<file path="config.mk">
export PLATFORM = sky130hd
export DESIGN_NAME = sm_ramp_ctrl_flat
export DESIGN_NICKNAME = d
export VERILOG_FILES = /design/src/rtl/sm_ramp_ctrl_if.sv /design/src/rtl/sm_ramp_ctrl.sv /design/src/flat_wrapper.sv
export SDC_FILE = /design/constraint.sdc
export NUM_CORES = 1
export LEC_CHECK = 0
export ABC_AREA = 0
export ABC_CLOCK_PERIOD_IN_PS = 6800
export BUFFER_PORTS_ARGS = -buffer_cell sky130_fd_sc_hd__buf_2
export CAP_MARGIN = 15
export CORE_MARGIN = 2
export CORE_UTILIZATION = 30
export CTS_BUF_LIST = sky130_fd_sc_hd__clkbuf_8
export DETAILED_ROUTE_END_ITERATION = 10
export GPL_ROUTABILITY_DRIVEN = 0
export HOLD_SLACK_MARGIN = 0.15
export SYNTH_ARGS = -nofsm -noshare
export SYNTH_HDL_FRONTEND = slang
export SYNTH_SLANG_ARGS = --single-unit
</file>
<file path="constraint.sdc">
create_clock -name clk_i -period 6.8 [get_ports clk_i]
set_clock_uncertainty 0.15 [all_clocks]
set_input_delay 0.34 -clock clk_i [delete_from_list [all_inputs] [get_ports clk_i]]
set_output_delay 0.34 -clock clk_i [all_outputs]
set_load 0.01 [all_outputs]
</file>
<file path="src/rtl/sm_ramp_ctrl_if.sv">
// Command / drive bundle between a move requester, the ramp sequencer and the
// stepper pulse generator.
//   master : requester side (drives the command and the returned step pulse)
//   slave  : sequencer side (drives enable, period, load strobe and status)
// Command: start, stop_req, target_steps, dir_in, n_start, n_min, n_delta
// Return : drv_step (step pulse from the pulse generator)
// Drive  : drv_enable_sm, n, n_load, dir_out
// Status : busy, done, steps_done
interface sm_ramp_ctrl_if #(
  parameter int unsigned Size = 16,
  parameter int unsigned CntW = 32
);
  logic            start;
  logic            stop_req;
  logic [CntW-1:0] target_steps;
  logic            dir_in;
  logic [Size:0]   n_start;
  logic [Size:0]   n_min;
  logic [Size:0]   n_delta;
  logic            drv_step;

  logic            drv_enable_sm;
  logic [Size:0]   n;
  logic            n_load;
  logic            dir_out;
  logic            busy;
  logic            done;
  logic [CntW-1:0] steps_done;

  modport master (
    output start, stop_req, target_steps, dir_in, n_start, n_min, n_delta, drv_step,
    input  drv_enable_sm, n, n_load, dir_out, busy, done, steps_done
  );

  modport slave (
    input  start, stop_req, target_steps, dir_in, n_start, n_min, n_delta, drv_step,
    output drv_enable_sm, n, n_load, dir_out, busy, done, steps_done
  );
endinterface

</file>
<file path="src/rtl/sm_ramp_ctrl.sv">
// Move sequencer for the stepper-motor pulse generator. Takes a move command,
// enables the pulse generator, counts returned steps and runs a trapezoidal
// accel / cruise / decel period profile, re-loading the period once per step.
// Ports:
//   clk_i  : system clock
//   rst_ni : asynchronous reset, active low
//   bus    : sm_ramp_ctrl_if slave modport (command in, drive and status out)
// All drive and status outputs are registered.
module sm_ramp_ctrl #(
  parameter int unsigned Size = 16,
  parameter int unsigned CntW = 32
) (
  input logic           clk_i,
  input logic           rst_ni,
  sm_ramp_ctrl_if.slave bus
);

  typedef enum logic [2:0] {StIdle, StAccel, StCruise, StDecel, StFinish} state_e;

  state_e          state_q, state_d;
  logic [Size:0]   n_q, n_d;
  logic [Size:0]   n_start_q, n_start_d;
  logic [Size:0]   n_min_q, n_min_d;
  logic [Size:0]   n_delta_q, n_delta_d;
  logic [CntW-1:0] remain_q, remain_d;
  logic [CntW-1:0] accel_q, accel_d;
  logic [CntW-1:0] steps_q, steps_d;
  logic            en_q, en_d;
  logic            load_q, load_d;
  logic            dir_q, dir_d;
  logic            busy_q, busy_d;
  logic            done_q, done_d;
  logic            step_prev_q;

  logic            step_evt;
  logic [Size:0]   n_down;
  logic [Size:0]   n_up;
  logic [Size+1:0] n_sum;

  assign step_evt = bus.drv_step & ~step_prev_q;

  // Saturating period arithmetic: never below n_min, never above n_start.
  always_comb begin
    if (n_q <= n_min_q || (n_q - n_min_q) <= n_delta_q) begin
      n_down = n_min_q;
    end else begin
      n_down = n_q - n_delta_q;
    end
    n_sum = {1'b0, n_q} + {1'b0, n_delta_q};
    if (n_sum >= {1'b0, n_start_q}) begin
      n_up = n_start_q;
    end else begin
      n_up = n_sum[Size:0];
    end
  end

  always_comb begin
    state_d   = state_q;
    n_d       = n_q;
    n_start_d = n_start_q;
    n_min_d   = n_min_q;
    n_delta_d = n_delta_q;
    remain_d  = remain_q;
    accel_d   = accel_q;
    steps_d   = steps_q;
    en_d      = en_q;
    load_d    = 1'b0;
    dir_d     = dir_q;
    busy_d    = busy_q;
    done_d    = 1'b0;

    unique case (state_q)
      StIdle: begin
        if (bus.start) begin
          remain_d  = bus.target_steps;
          accel_d   = '0;
          steps_d   = '0;
          dir_d     = bus.dir_in;
          n_start_d = bus.n_start;
          // A cruise period slower than the start period means "no ramp".
          n_min_d   = (bus.n_min > bus.n_start) ? bus.n_start : bus.n_min;
          n_delta_d = bus.n_delta;
          busy_d    = 1'b1;
          if (bus.target_steps == '0) begin
            state_d = StFinish;
          end else begin
            state_d = StAccel;
            n_d     = bus.n_start;
            load_d  = 1'b1;
            en_d    = 1'b1;
          end
        end
      end

      StAccel, StCruise, StDecel: begin
        // The step is always booked against the state it arrived in.
        if (step_evt) begin
          steps_d  = steps_q + CntW'(1);
          remain_d = (remain_q != '0) ? remain_q - CntW'(1) : '0;
          if (state_q == StAccel) begin
            accel_d = accel_q + CntW'(1);
            n_d     = n_down;
            load_d  = 1'b1;
          end else if (state_q == StDecel) begin
            n_d    = n_up;
            load_d = 1'b1;
          end
        end

        if (bus.stop_req && state_q != StDecel) begin
          // Controlled stop: only as many steps as it takes to ramp back down.
          if (accel_d < remain_d) begin
            remain_d = accel_d;
          end
          state_d = StDecel;
        end else if (step_evt && state_q != StDecel) begin
          if (remain_d <= accel_d) begin
            state_d = StDecel;
          end else if (state_q == StAccel && n_d == n_min_q) begin
            state_d = StCruise;
          end
        end

        if (remain_d == '0) begin
          state_d = StFinish;
          en_d    = 1'b0;
        end
      end

      StFinish: begin
        state_d = StIdle;
        en_d    = 1'b0;
        busy_d  = 1'b0;
        done_d  = 1'b1;
      end

      default: begin
        state_d = StIdle;
      end
    endcase
  end

  always_ff @(posedge clk_i or negedge rst_ni) begin
    if (!rst_ni) begin
      state_q     <= StIdle;
      n_q         <= '0;
      n_start_q   <= '0;
      n_min_q     <= '0;
      n_delta_q   <= '0;
      remain_q    <= '0;
      accel_q     <= '0;
      steps_q     <= '0;
      en_q        <= 1'b0;
      load_q      <= 1'b0;
      dir_q       <= 1'b0;
      busy_q      <= 1'b0;
      done_q      <= 1'b0;
      step_prev_q <= 1'b0;
    end else begin
      state_q     <= state_d;
      n_q         <= n_d;
      n_start_q   <= n_start_d;
      n_min_q     <= n_min_d;
      n_delta_q   <= n_delta_d;
      remain_q    <= remain_d;
      accel_q     <= accel_d;
      steps_q     <= steps_d;
      en_q        <= en_d;
      load_q      <= load_d;
      dir_q       <= dir_d;
      busy_q      <= busy_d;
      done_q      <= done_d;
      step_prev_q <= bus.drv_step;
    end
  end

  assign bus.drv_enable_sm = en_q;
  assign bus.n             = n_q;
  assign bus.n_load        = load_q;
  assign bus.dir_out       = dir_q;
  assign bus.busy          = busy_q;
  assign bus.done          = done_q;
  assign bus.steps_done    = steps_q;

endmodule
</file>
<file path="src/flat_wrapper.sv">
// flat-port wrapper written by rule: the top's interface ports become plain ports
module sm_ramp_ctrl_flat 
#(
  parameter int unsigned Size = 16,
  parameter int unsigned CntW = 32
)
  (clk_i, rst_ni, bus_start, bus_stop_req, bus_target_steps, bus_dir_in, bus_n_start, bus_n_min, bus_n_delta, bus_drv_step, bus_drv_enable_sm, bus_n, bus_n_load, bus_dir_out, bus_busy, bus_done, bus_steps_done);
  sm_ramp_ctrl_if #(.Size(Size), .CntW(CntW)) bus_i ();
  input logic clk_i;
  input logic rst_ni;
  input wire logic [$bits(bus_i.start)-1:0] bus_start;
  input wire logic [$bits(bus_i.stop_req)-1:0] bus_stop_req;
  input wire logic [$bits(bus_i.target_steps)-1:0] bus_target_steps;
  input wire logic [$bits(bus_i.dir_in)-1:0] bus_dir_in;
  input wire logic [$bits(bus_i.n_start)-1:0] bus_n_start;
  input wire logic [$bits(bus_i.n_min)-1:0] bus_n_min;
  input wire logic [$bits(bus_i.n_delta)-1:0] bus_n_delta;
  input wire logic [$bits(bus_i.drv_step)-1:0] bus_drv_step;
  output wire logic [$bits(bus_i.drv_enable_sm)-1:0] bus_drv_enable_sm;
  output wire logic [$bits(bus_i.n)-1:0] bus_n;
  output wire logic [$bits(bus_i.n_load)-1:0] bus_n_load;
  output wire logic [$bits(bus_i.dir_out)-1:0] bus_dir_out;
  output wire logic [$bits(bus_i.busy)-1:0] bus_busy;
  output wire logic [$bits(bus_i.done)-1:0] bus_done;
  output wire logic [$bits(bus_i.steps_done)-1:0] bus_steps_done;
  assign bus_i.start = bus_start;
  assign bus_i.stop_req = bus_stop_req;
  assign bus_i.target_steps = bus_target_steps;
  assign bus_i.dir_in = bus_dir_in;
  assign bus_i.n_start = bus_n_start;
  assign bus_i.n_min = bus_n_min;
  assign bus_i.n_delta = bus_n_delta;
  assign bus_i.drv_step = bus_drv_step;
  assign bus_drv_enable_sm = bus_i.drv_enable_sm;
  assign bus_n = bus_i.n;
  assign bus_n_load = bus_i.n_load;
  assign bus_dir_out = bus_i.dir_out;
  assign bus_busy = bus_i.busy;
  assign bus_done = bus_i.done;
  assign bus_steps_done = bus_i.steps_done;
  sm_ramp_ctrl #(.Size(Size), .CntW(CntW)) u_core (.clk_i(clk_i), .rst_ni(rst_ni), .bus(bus_i));
endmodule
</file>
* Word-level counts from Yosys, hierarchy flattened
Index checks and enable logic that the tools add are counted.
** Word-level totals
- Output and inout bits :: 54
- Bits in registers :: 173
- Bits of input ports :: 89
- Word-level logic and storage cells :: 105
** Operators by class
- $lt $le $gt $ge :: 6
- Reductions and logical operators :: 19
- Add/subtract/negate cells :: 6
- Muxes and demuxes :: 46
- Equality and inequality tests :: 12
- Bitwise logic cells :: 2
** Operators by type and width (number)
- 32-bit two-way mux :: 12
- 32-bit case mux with 2 select lines :: 3
- 17-bit two-way mux :: 9
- 32-bit by 1-bit adder with 32-bit output, second input constant :: 2
- 32-bit zero test :: 2
- 17-bit <= comparator :: 2
- 17-bit case mux with 2 select lines :: 1
- 17-bit subtractor :: 2
- 32-bit <= comparator :: 1
- 32-bit < comparator :: 1
- 32-bit nonzero test :: 1
- 32-bit by 1-bit subtractor with 32-bit output, second input constant :: 1
- 3-bit two-way mux :: 7
- 17-bit by 17-bit adder with 18-bit output :: 1
- 18-bit by 17-bit >= comparator with 1-bit output :: 1
- 17-bit equality test :: 1
- 17-bit > comparator :: 1
- 1-bit two-way mux :: 10
- 3-bit AND reduction :: 3
- 3-bit by 2-bit equality test with 1-bit output, second input constant :: 2
- 3-bit case mux with 2 select lines :: 1
- 2-bit AND reduction :: 3
- 5-bit by 1-bit inequality test with 1-bit output, second input constant :: 1
- 2-bit by 1-bit inequality test with 1-bit output, second input constant :: 2
- 16 further kinds :: 21

* Logic depth before layout (Yosys ltp)
Gate-level depths: netlist (run 1).
- Word-level depth :: 15
- Mapped depth :: 29
- Depth with buffers taken out :: 27

* Worst setup path after synthesis (run 1)
Ideal clock, no wire load.
- Kind :: register to register
- Start :: register u_core.remain_q[0]
- End :: register u_core.state_q[0]
- Setup time :: 0.126 ns
- Clock period less this slack :: 5.780 ns
- Stages on the path, launching flop included :: 23
- Data required time :: 6.524 ns
- Data arrival time :: 5.504 ns
- Buffers on the path :: 4
- Path slack :: 1.020 ns
- Cell sequence :: dfrtp_1 -> or4b_2 -> or4_1 -> clkbuf_1 -> or4_1 -> nor4_1 -> mux2i_1 -> ha_1 -> a21o_1 -> a21o_1 -> a21oi_1 -> o21ai_0 -> a21oi_1 -> or3b_2 -> clkbuf_1 -> clkbuf_1 -> nor3_1 -> a41oi_1 -> or4_1 -> buf_2 -> a21o_1 -> a32oi_1 -> o21ai_1
** On the way
- Word-level cells in the longest chain between the ends :: 11
- Elaborated cells on any way between the ends :: 19
- Classes of those cells :: add/sub: 1; order compare: 2; eq/ne: 2; mux: 11; reduce/logical: 3
** Ends and longest elaborated chain
- start: declaration :: RTL line sm_ramp_ctrl.sv:25 : logic [CntW-1:0] remain_q, remain_d;
- start signal: assignment :: RTL line sm_ramp_ctrl.sv:165 : remain_q <= remain_d;
- 32-bit by 1-bit subtractor with 32-bit output / 32-bit nonzero test (equally long branches) :: RTL line sm_ramp_ctrl.sv:99 : remain_d = (remain_q != '0) ? remain_q - CntW'(1) : '0;
- 32-bit two-way mux :: RTL line sm_ramp_ctrl.sv:99
- 32-bit two-way mux * :: RTL line sm_ramp_ctrl.sv:97 : if (step_evt) begin
- 32-bit two-way mux * :: RTL line sm_ramp_ctrl.sv:72 : unique case (state_q)
- 32-bit < comparator :: RTL line sm_ramp_ctrl.sv:112 : if (accel_d < remain_d) begin
- 32-bit two-way mux :: RTL line sm_ramp_ctrl.sv:112
- 32-bit two-way mux :: RTL line sm_ramp_ctrl.sv:110 : if (bus.stop_req && state_q != StDecel) begin
- 32-bit two-way mux :: RTL line sm_ramp_ctrl.sv:72
- 32-bit zero test :: RTL line sm_ramp_ctrl.sv:124 : if (remain_d == '0) begin
- 5-bit by 1-bit inequality test with 1-bit output (no source line), or another cell as far along
- 3-bit AND reduction (no source line) / 3-bit case mux with 2 select lines (equally long branches)
- end signal: assignment :: RTL line sm_ramp_ctrl.sv:145 : state_q <= StIdle;
- end signal: assignment :: RTL line sm_ramp_ctrl.sv:160 : state_q <= state_d;
- end: declaration :: RTL line sm_ramp_ctrl.sv:20 : state_e state_q, state_d;
Mark *: on every way between the ends. The rest lies on a longest branch, timed or not. The select of a mux whose other input is x is not followed.
A chain may end at the register's enable or synchronous reset.

* Worst setup path after layout (run 1)
- Start :: register u_core.remain_q[5]
- End :: register u_core.state_q[2]
Same word-level chain as after synthesis.

==> results of run 1 <==
## sequential cells by signal (all words and copies together) (netlist names)
name	flops
u_core.accel_q	32
u_core.bus.steps_done	32
u_core.remain_q	32
u_core.bus.n	17
u_core.n_delta_q	17
u_core.n_min_q	17
u_core.n_start_q	17
u_core.state_q	3
u_core.bus.busy	1
u_core.bus.dir_out	1
u_core.bus.done	1
u_core.bus.drv_enable_sm	1
u_core.bus.n_load	1
u_core.step_prev_q	1
## worst max-delay path by stage
stage	from	endpoint	slack [ns]	cells after the start
after detailed placement	u_core.bus.n[1]	u_core.state_q[0]	0.41	26
final	u_core.remain_q[5]	u_core.state_q[2]	0.29	17
after global placement	u_core.remain_q[0]	u_core.state_q[0]	0.53	19
after global routing	u_core.remain_q[5]	u_core.state_q[2]	0.0002	17
after floorplan	u_core.remain_q[0]	u_core.state_q[0]	1.02	22
after CTS	u_core.remain_q[0]	u_core.state_q[2]	0.12	17
## final cells by class
cell class                      instances  area share
Multi-Input combinational cell       1484       0.557
Sequential cell                       173       0.242
Timing Repair Buffer                  265       0.104
Tap cell                              672      0.0470
Inverter                              127      0.0267
Clock buffer                           17      0.0131
Clock inverter                         15      0.0102
## power by group
part,internal (mW),switching (mW),leakage [nW]
Combinational,2.52,3.96,5.87
Clock,0.338,0.470,0.200
Sequential,1.36,0.443,2.14
Total,4.22,4.87,8.21
## placed cells by master (no fill, tap or decap), types with 11 or more instances in the layout
cell / instances
clkbuf_8: 18
a22oi_1: 17
o22ai_1: 11
o22a_1: 29
dlygate4sd3_1: 89
xor2_1: 58
nand2b_1: 23
mux2i_1: 34
o211ai_1: 15
dfrtp_1: 172
nand4_1: 41
a21oi_1: 133
a21o_1: 35
or2_2: 12
nor3_1: 32
a31oi_1: 11
buf_4: 34
or3_1: 11
o21ai_0: 138
buf_2: 141
ha_1: 137
and3_1: 19
mux2_2: 13
nand2_1: 183
a211oi_1: 19
o21a_1: 13
xnor2_1: 62
nor4_1: 30
nand3_1: 37
nor2b_1: 11
nor2_1: 188
or4_1: 16
inv_1: 125
## routing by layer
layer / routed length (um) / part of all wire / up-vias
met3: 3660 / 0.069 / 118
li1: - / - / 7153
met4: 2000 / 0.038 / 0
met1: 23500 / 0.44 / 7309
met2: 24100 / 0.45 / 627
met5: 0 / 0 / -
## repair_timing
action | CTS | global route
resized for setup | 0 | 8
endpoints found under the hold margin | 213 | 0
hold buffers | 89 | 0
setup endpoints to repair | 0 | 4
## metrics by stage
stage	power [mW]	utilization	std cells	setup slack, ns
after floorplan	6.09	-	1872	1.02
after global placement	7.91	0.332	2632	0.525
after detailed placement	8.03	0.332	2632	0.414
after CTS	8.93	0.358	2753	0.123
after global routing	9.84	0.359	2753	0.000234
final	9.10	0.359	2753	0.288
## kinds of logic (layout without fill, tap and decap cells)
| logic type | after synthesis | after routing | share of synthesized area |
|---|---|---|---|
| xor gates and xnor gates | 120 | 120 | 0.0698 |
| buffers and inverters | 215 | 424 | 0.0544 |
| AOI/OAI and AO/OA | 527 | 527 | 0.228 |
| and+or+nand+nor | 650 | 650 | 0.211 |
| DFF | 173 | 173 | 0.287 |
| muxes | 47 | 47 | 0.0323 |
| adders and majority gates | 140 | 140 | 0.118 |
==> metrics.yaml, run 1 <==
finalCriticalPeriod_ns: 6.51
cts_buffers: 17
outcome: "finished clean"
crit_path_max_incr_delay_ns: 0.72
worst_slew_pin_slew_ns: 0.984
synth_edf_count: 0
fp.dieArea_um2: 52000
vdd_ir_drop_max_mv: 0.323
cts_tree: "done"
die_h_um: 228
first_pass_iters: 5
via_per_inst: 5.52
yosysSeqAreaShare: 0.287
power_density_nw_per_um2: 509
crit_chain: "or4_1, or4_4, or4_1, nor4_1, mux2i_1, ha_1, a21o_1, a21o_1, a21oi_1, o21ai_0, a21oi_1, or3b_4, nor4_1, a31oi_1, or4_1, o22ai_1, dlygate4sd3_1"
fmax_mhz: 154
start_kind: "flop"
avgSynthCellArea_um2: 8.05
drive_above_1_share: 0.126
wire_per_inst_um: 19.4
final.period_utilization: 0.958
slowest_stage: "or4_1"
routed_wl_um: 53300
synth_warnings: 0
grt_max_degree: 110
fp.dieW_um: 228
syn_nets: 2101
cts_max_level: 4
multi_input_area_um2: 9950
synth_common_cells: "nor2_1, nand2_1, dfrtp_1, o21ai_0, ha_1"
ys_types: 81
post-cts-setup-buffers: 0
path_clk_slew_ns: 0.11
start_util: 0.302
cp_max_fo: 18
busiest_layer: "met2"
grt_pass1_wl_um: 83600
critPathMostFrequentCell: "or4_1"
met3_usage: 0.0383
synth_top_cell_area_share: 0.287
maxSlewViolCount: 0
rrSetupSlack_ns: 0.29
ios: 143
synth.most_common_cell: "nor2_1"
clock-sinks: 173
cts_root_buffer: "clkbuf_8"
seq_area_um2: 4330
synth-async-reset-ratio: 1.00
coreArea_um2: 49900
hp-class: "input pin to asynchronous set/reset pin"
io_buffer_count: 142
critical_path_class: "flop to flop"
antennaDiodeCount: 0
whs_ns: 0.303
synth-seq-cells: 173
worstPathArrival_ns: 6.88
rr_worst_depth: 17
hold_viol: 0
grt_pass1_vias: 14643
cp.required_ns: 7.17
crit_family: "simple AND/OR/NAND/NOR gates"
ant_nets: 0
row_count: 82
cts_buffer_depth: 2
setup_viol: 0
r2r-start: "u_core.remain_q[5]"
area_growth_pct: 18.8
gr-usage-met2: 0.326
setup_tns_ns: 0
synthCells: 1872
power_leakage_nw: 8.21
use_met1: 0.272
antenna_found_initial: 0
synth_top_cell_by_area: "dfrtp_1"
globalRouteTotalUtil: 0.204
rsz0062_at_grt: "false"
post-route-drc-count: 0
slew_headroom: 0.344
vias: 15207
nets: 2297
dpl_cell_area_um2: 16600
clk_latency_ns: 0.57
cp_num_buf_inv: 1
drv_cap: 0
fin_area_um2: 17900
synth_area_leaders: "dfrtp_1, ha_1, nor2_1"
dp_hpwl_um: 40900
final.fill_count: 5274
netlist_area_um2: 15100
ys.flop_type: "dfrtp_1"
overflow: 0
regToRegEndpoint: "u_core.state_q[2]"
end_kind: "flop"
drt_iter0_drc: 1558
Note: power is estimated with default switching activity, not from simulation.
==> run 2, diff against run 1 <==
--- a/config.mk
+++ b/config.mk
@@ -15,6 +15,7 @@
 export DETAILED_ROUTE_END_ITERATION = 10
 export GPL_ROUTABILITY_DRIVEN = 0
 export HOLD_SLACK_MARGIN = 0.15
+export RECOVER_POWER = 100
 export SYNTH_ARGS = -nofsm -noshare
 export SYNTH_HDL_FRONTEND = slang
 export SYNTH_SLANG_ARGS = --single-unit
==> run 2 against run 1 <==
Compared with the run above: clock power is essentially flat; total power is 0.53% lower; clock-buffer cell count stayed put; combinational power fell by 0.8%; largest cell class unchanged; die area is the same; largest power group unchanged; setup slack got worse by 0.0040 ns; the flow now finishes with violations (capacitance limit, slew limit).
==> metrics.yaml, run 2 (same netlist as run 1, synthesis figures left out) <==
outcome: "finished with violations"
violations: "capacitance limit, slew limit"
grt_pass1_vias: 14643  # unchanged
p_sw_mw: 4.87  # -0.18%
antennaDiodeCount: 0  # unchanged
cts_tree: "done"
layout_common_cells: "nor2_1, nand2_1, dfrtp_1"
worst_slew_pin_slew_ns: 3.54  # +2.56 ns
clk_latency_ns: 0.57  # about the same
overflow: 0  # unchanged
nets: 2297  # unchanged
ant_nets: 0  # unchanged
cp_max_fo: 18  # unchanged
clock-sinks: 173  # unchanged
critical_path_class: "flop to flop"
vdd_ir_drop_max_mv: 0.323  # -0.17%
cts_buffer_depth: 2  # unchanged
die_h_um: 228  # unchanged
start_util: 0.302  # unchanged
fmax_mhz: 153  # about the same
power_density_nw_per_um2: 509  # +0.15%
setup_slack_ns: 0.284  # -0.00396 ns
hold_viol: 0  # unchanged
slew_headroom: -1.36  # -1.70
ios: 143  # unchanged
pwr-share-seq: 0.200  # +0.002
p_comb_frac: 0.711  # -0.002
io_buffer_count: 142  # unchanged
post-cts-setup-buffers: 0  # unchanged
final.fill_count: 5296  # +0.42%
via_per_inst: 5.51  # -0.16%
rsz0062_at_grt: "false"
path_clk_slew_ns: 0.11  # about the same
wire_per_inst_um: 19.3  # -0.20%
grt_max_degree: 110  # unchanged
internal_power_mw: 4.18  # -0.93%
grt_pass1_wl_um: 83600  # unchanged
end_kind: "flop"
multi_input_area_um2: 9950  # about the same
routed_wl_um: 53200  # -0.20%
drt_iter0_drc: 1521  # -2.4%
drv_cap: 3  # +3
cts_root_buffer: "clkbuf_8"
setup_viol: 0  # unchanged
dp_hpwl_um: 40900  # unchanged
antenna_found_initial: 0  # unchanged
drive_above_1_share: 0.0966  # -0.0293
preCtsSetupSlack_ns: 0.414  # unchanged
p_clk_frac: 0.089  # about the same
start_kind: "flop"
seq_area_um2: 4330  # unchanged
power.switching_fraction: 0.538  # +0.00188
final.period_utilization: 0.958  # about the same
worstPathArrival_ns: 6.89  # about the same
cts_buffers: 17  # unchanged
post-route-drc-count: 0  # unchanged
p_total_mw: 9.05  # -0.53%
setup_tns_ns: 0  # unchanged
maxSlewViolCount: 143  # +143
cts_max_level: 4  # unchanged
area_growth_pct: 17.9
globalRouteTotalUtil: 0.204  # unchanged
final_common_cell: "nor2_1"
fp.dieW_um: 228  # unchanged
coreArea_um2: 49900  # unchanged
power_leakage_nw: 7.99  # -2.7%
vias: 15182  # -0.16%
fp.dieArea_um2: 52000  # unchanged
hp-class: "input pin to asynchronous set/reset pin"
finalCriticalPeriod_ns: 6.52  # +0.00396 ns
cp.required_ns: 7.17  # about the same
first_pass_iters: 6  # +1
row_count: 82  # unchanged
[run 2: cell count changes in the layout (fill, tap and decap cells not counted)]
cell,change
nor2_1,+1
nor2_4,-1
or2_2,-1
and2_1,-2
buf_4,-16
clkbuf_2,+4
clkbuf_1,+59
and2_0,+2
buf_2,-47
or2_0,+1
[run 2: critical path: stages, from the launching register on]
cell           delay [ns]
dfrtp_1              0.45
or4_1                0.71
or4_4                0.60
or4_1                0.55
nor4_1               0.26
mux2i_1              0.32
ha_1                 0.29
a21o_1               0.18
a21o_1               0.17
a21oi_1              0.12
o21ai_0              0.14
a21oi_1              0.14
or3b_4               0.50
nor4_1               0.33
a31oi_1              0.07
or4_1                0.68
o22ai_1              0.20
dlygate4sd3_1        0.57
[run 2: what timing repair did]
item                                    4_1_cts  5_1_grt
endpoints found under the setup margin        0        4
hold buffers                                 89        0
endpoints found under the hold margin       213        0
gates resized for setup                       0        8
[run 2: area by class of cell]
class	instances	share of cell area
multi-input combinational	1484	0.560
sequential	173	0.244
timing repair buffer	265	0.0986
tap	672	0.0473
inverter	127	0.0268
clock buffer	17	0.0132
clock inverter	15	0.0103
[run 2: metrics by stage]
stage | cell area [um^2] | instances | hold slack (ns) | util
final | 17800 | 2753 | 0.287 | 0.356
after global placement | 16600 | 2632 | 0.335 | 0.332
after floorplan | 15100 | 1872 | -0.106 | -
after global routing | 17800 | 2753 | 0.328 | 0.356
after detailed placement | 16600 | 2632 | 0.346 | 0.332
after CTS | 17900 | 2753 | 0.281 | 0.358
[run 2: path summary, 6_finish.rpt]
| check | slack, ns | end | depth (start not counted) | from |
|---|---|---|---|---|
| setup / recovery | 0.28 | u_core.state_q[2] | 17 | u_core.remain_q[5] |
| hold / removal | 0.29 | u_core.bus.n_load | 2 | rst_ni |
| setup reg to reg | 0.28 | u_core.state_q[2] | 17 | u_core.remain_q[5] |
| hold reg to reg | 0.37 | u_core.bus.dir_out | 1 | u_core.bus.dir_out |
| max in group asynchronous | 2.35 | u_core.bus.steps_done[25] | 3 | rst_ni |
| min in group clk_i | 0.34 | u_core.n_delta_q[11] | 4 | bus_n_delta[11] |
[run 2: routing by layer]
layer	track usage	part of all wire	up-vias
met3	0.0383	0.067	115
met5	0	0	-
met1	0.272	0.44	7317
li1	-	-	7157
met2	0.326	0.45	593
met4	0.0831	0.036	0
[run 2: power by group through the flow]
stage | Sequential (mW) | Combinational [mW] | Clock, mW
after floorplan | 1.68 | 4.41 | 0
after global placement | 1.78 | 6.14 | 0
after detailed placement | 1.79 | 6.24 | 0
after CTS | 1.78 | 6.31 | 0.840
after global routing | 1.84 | 7.09 | 0.875
final | 1.81 | 6.43 | 0.808
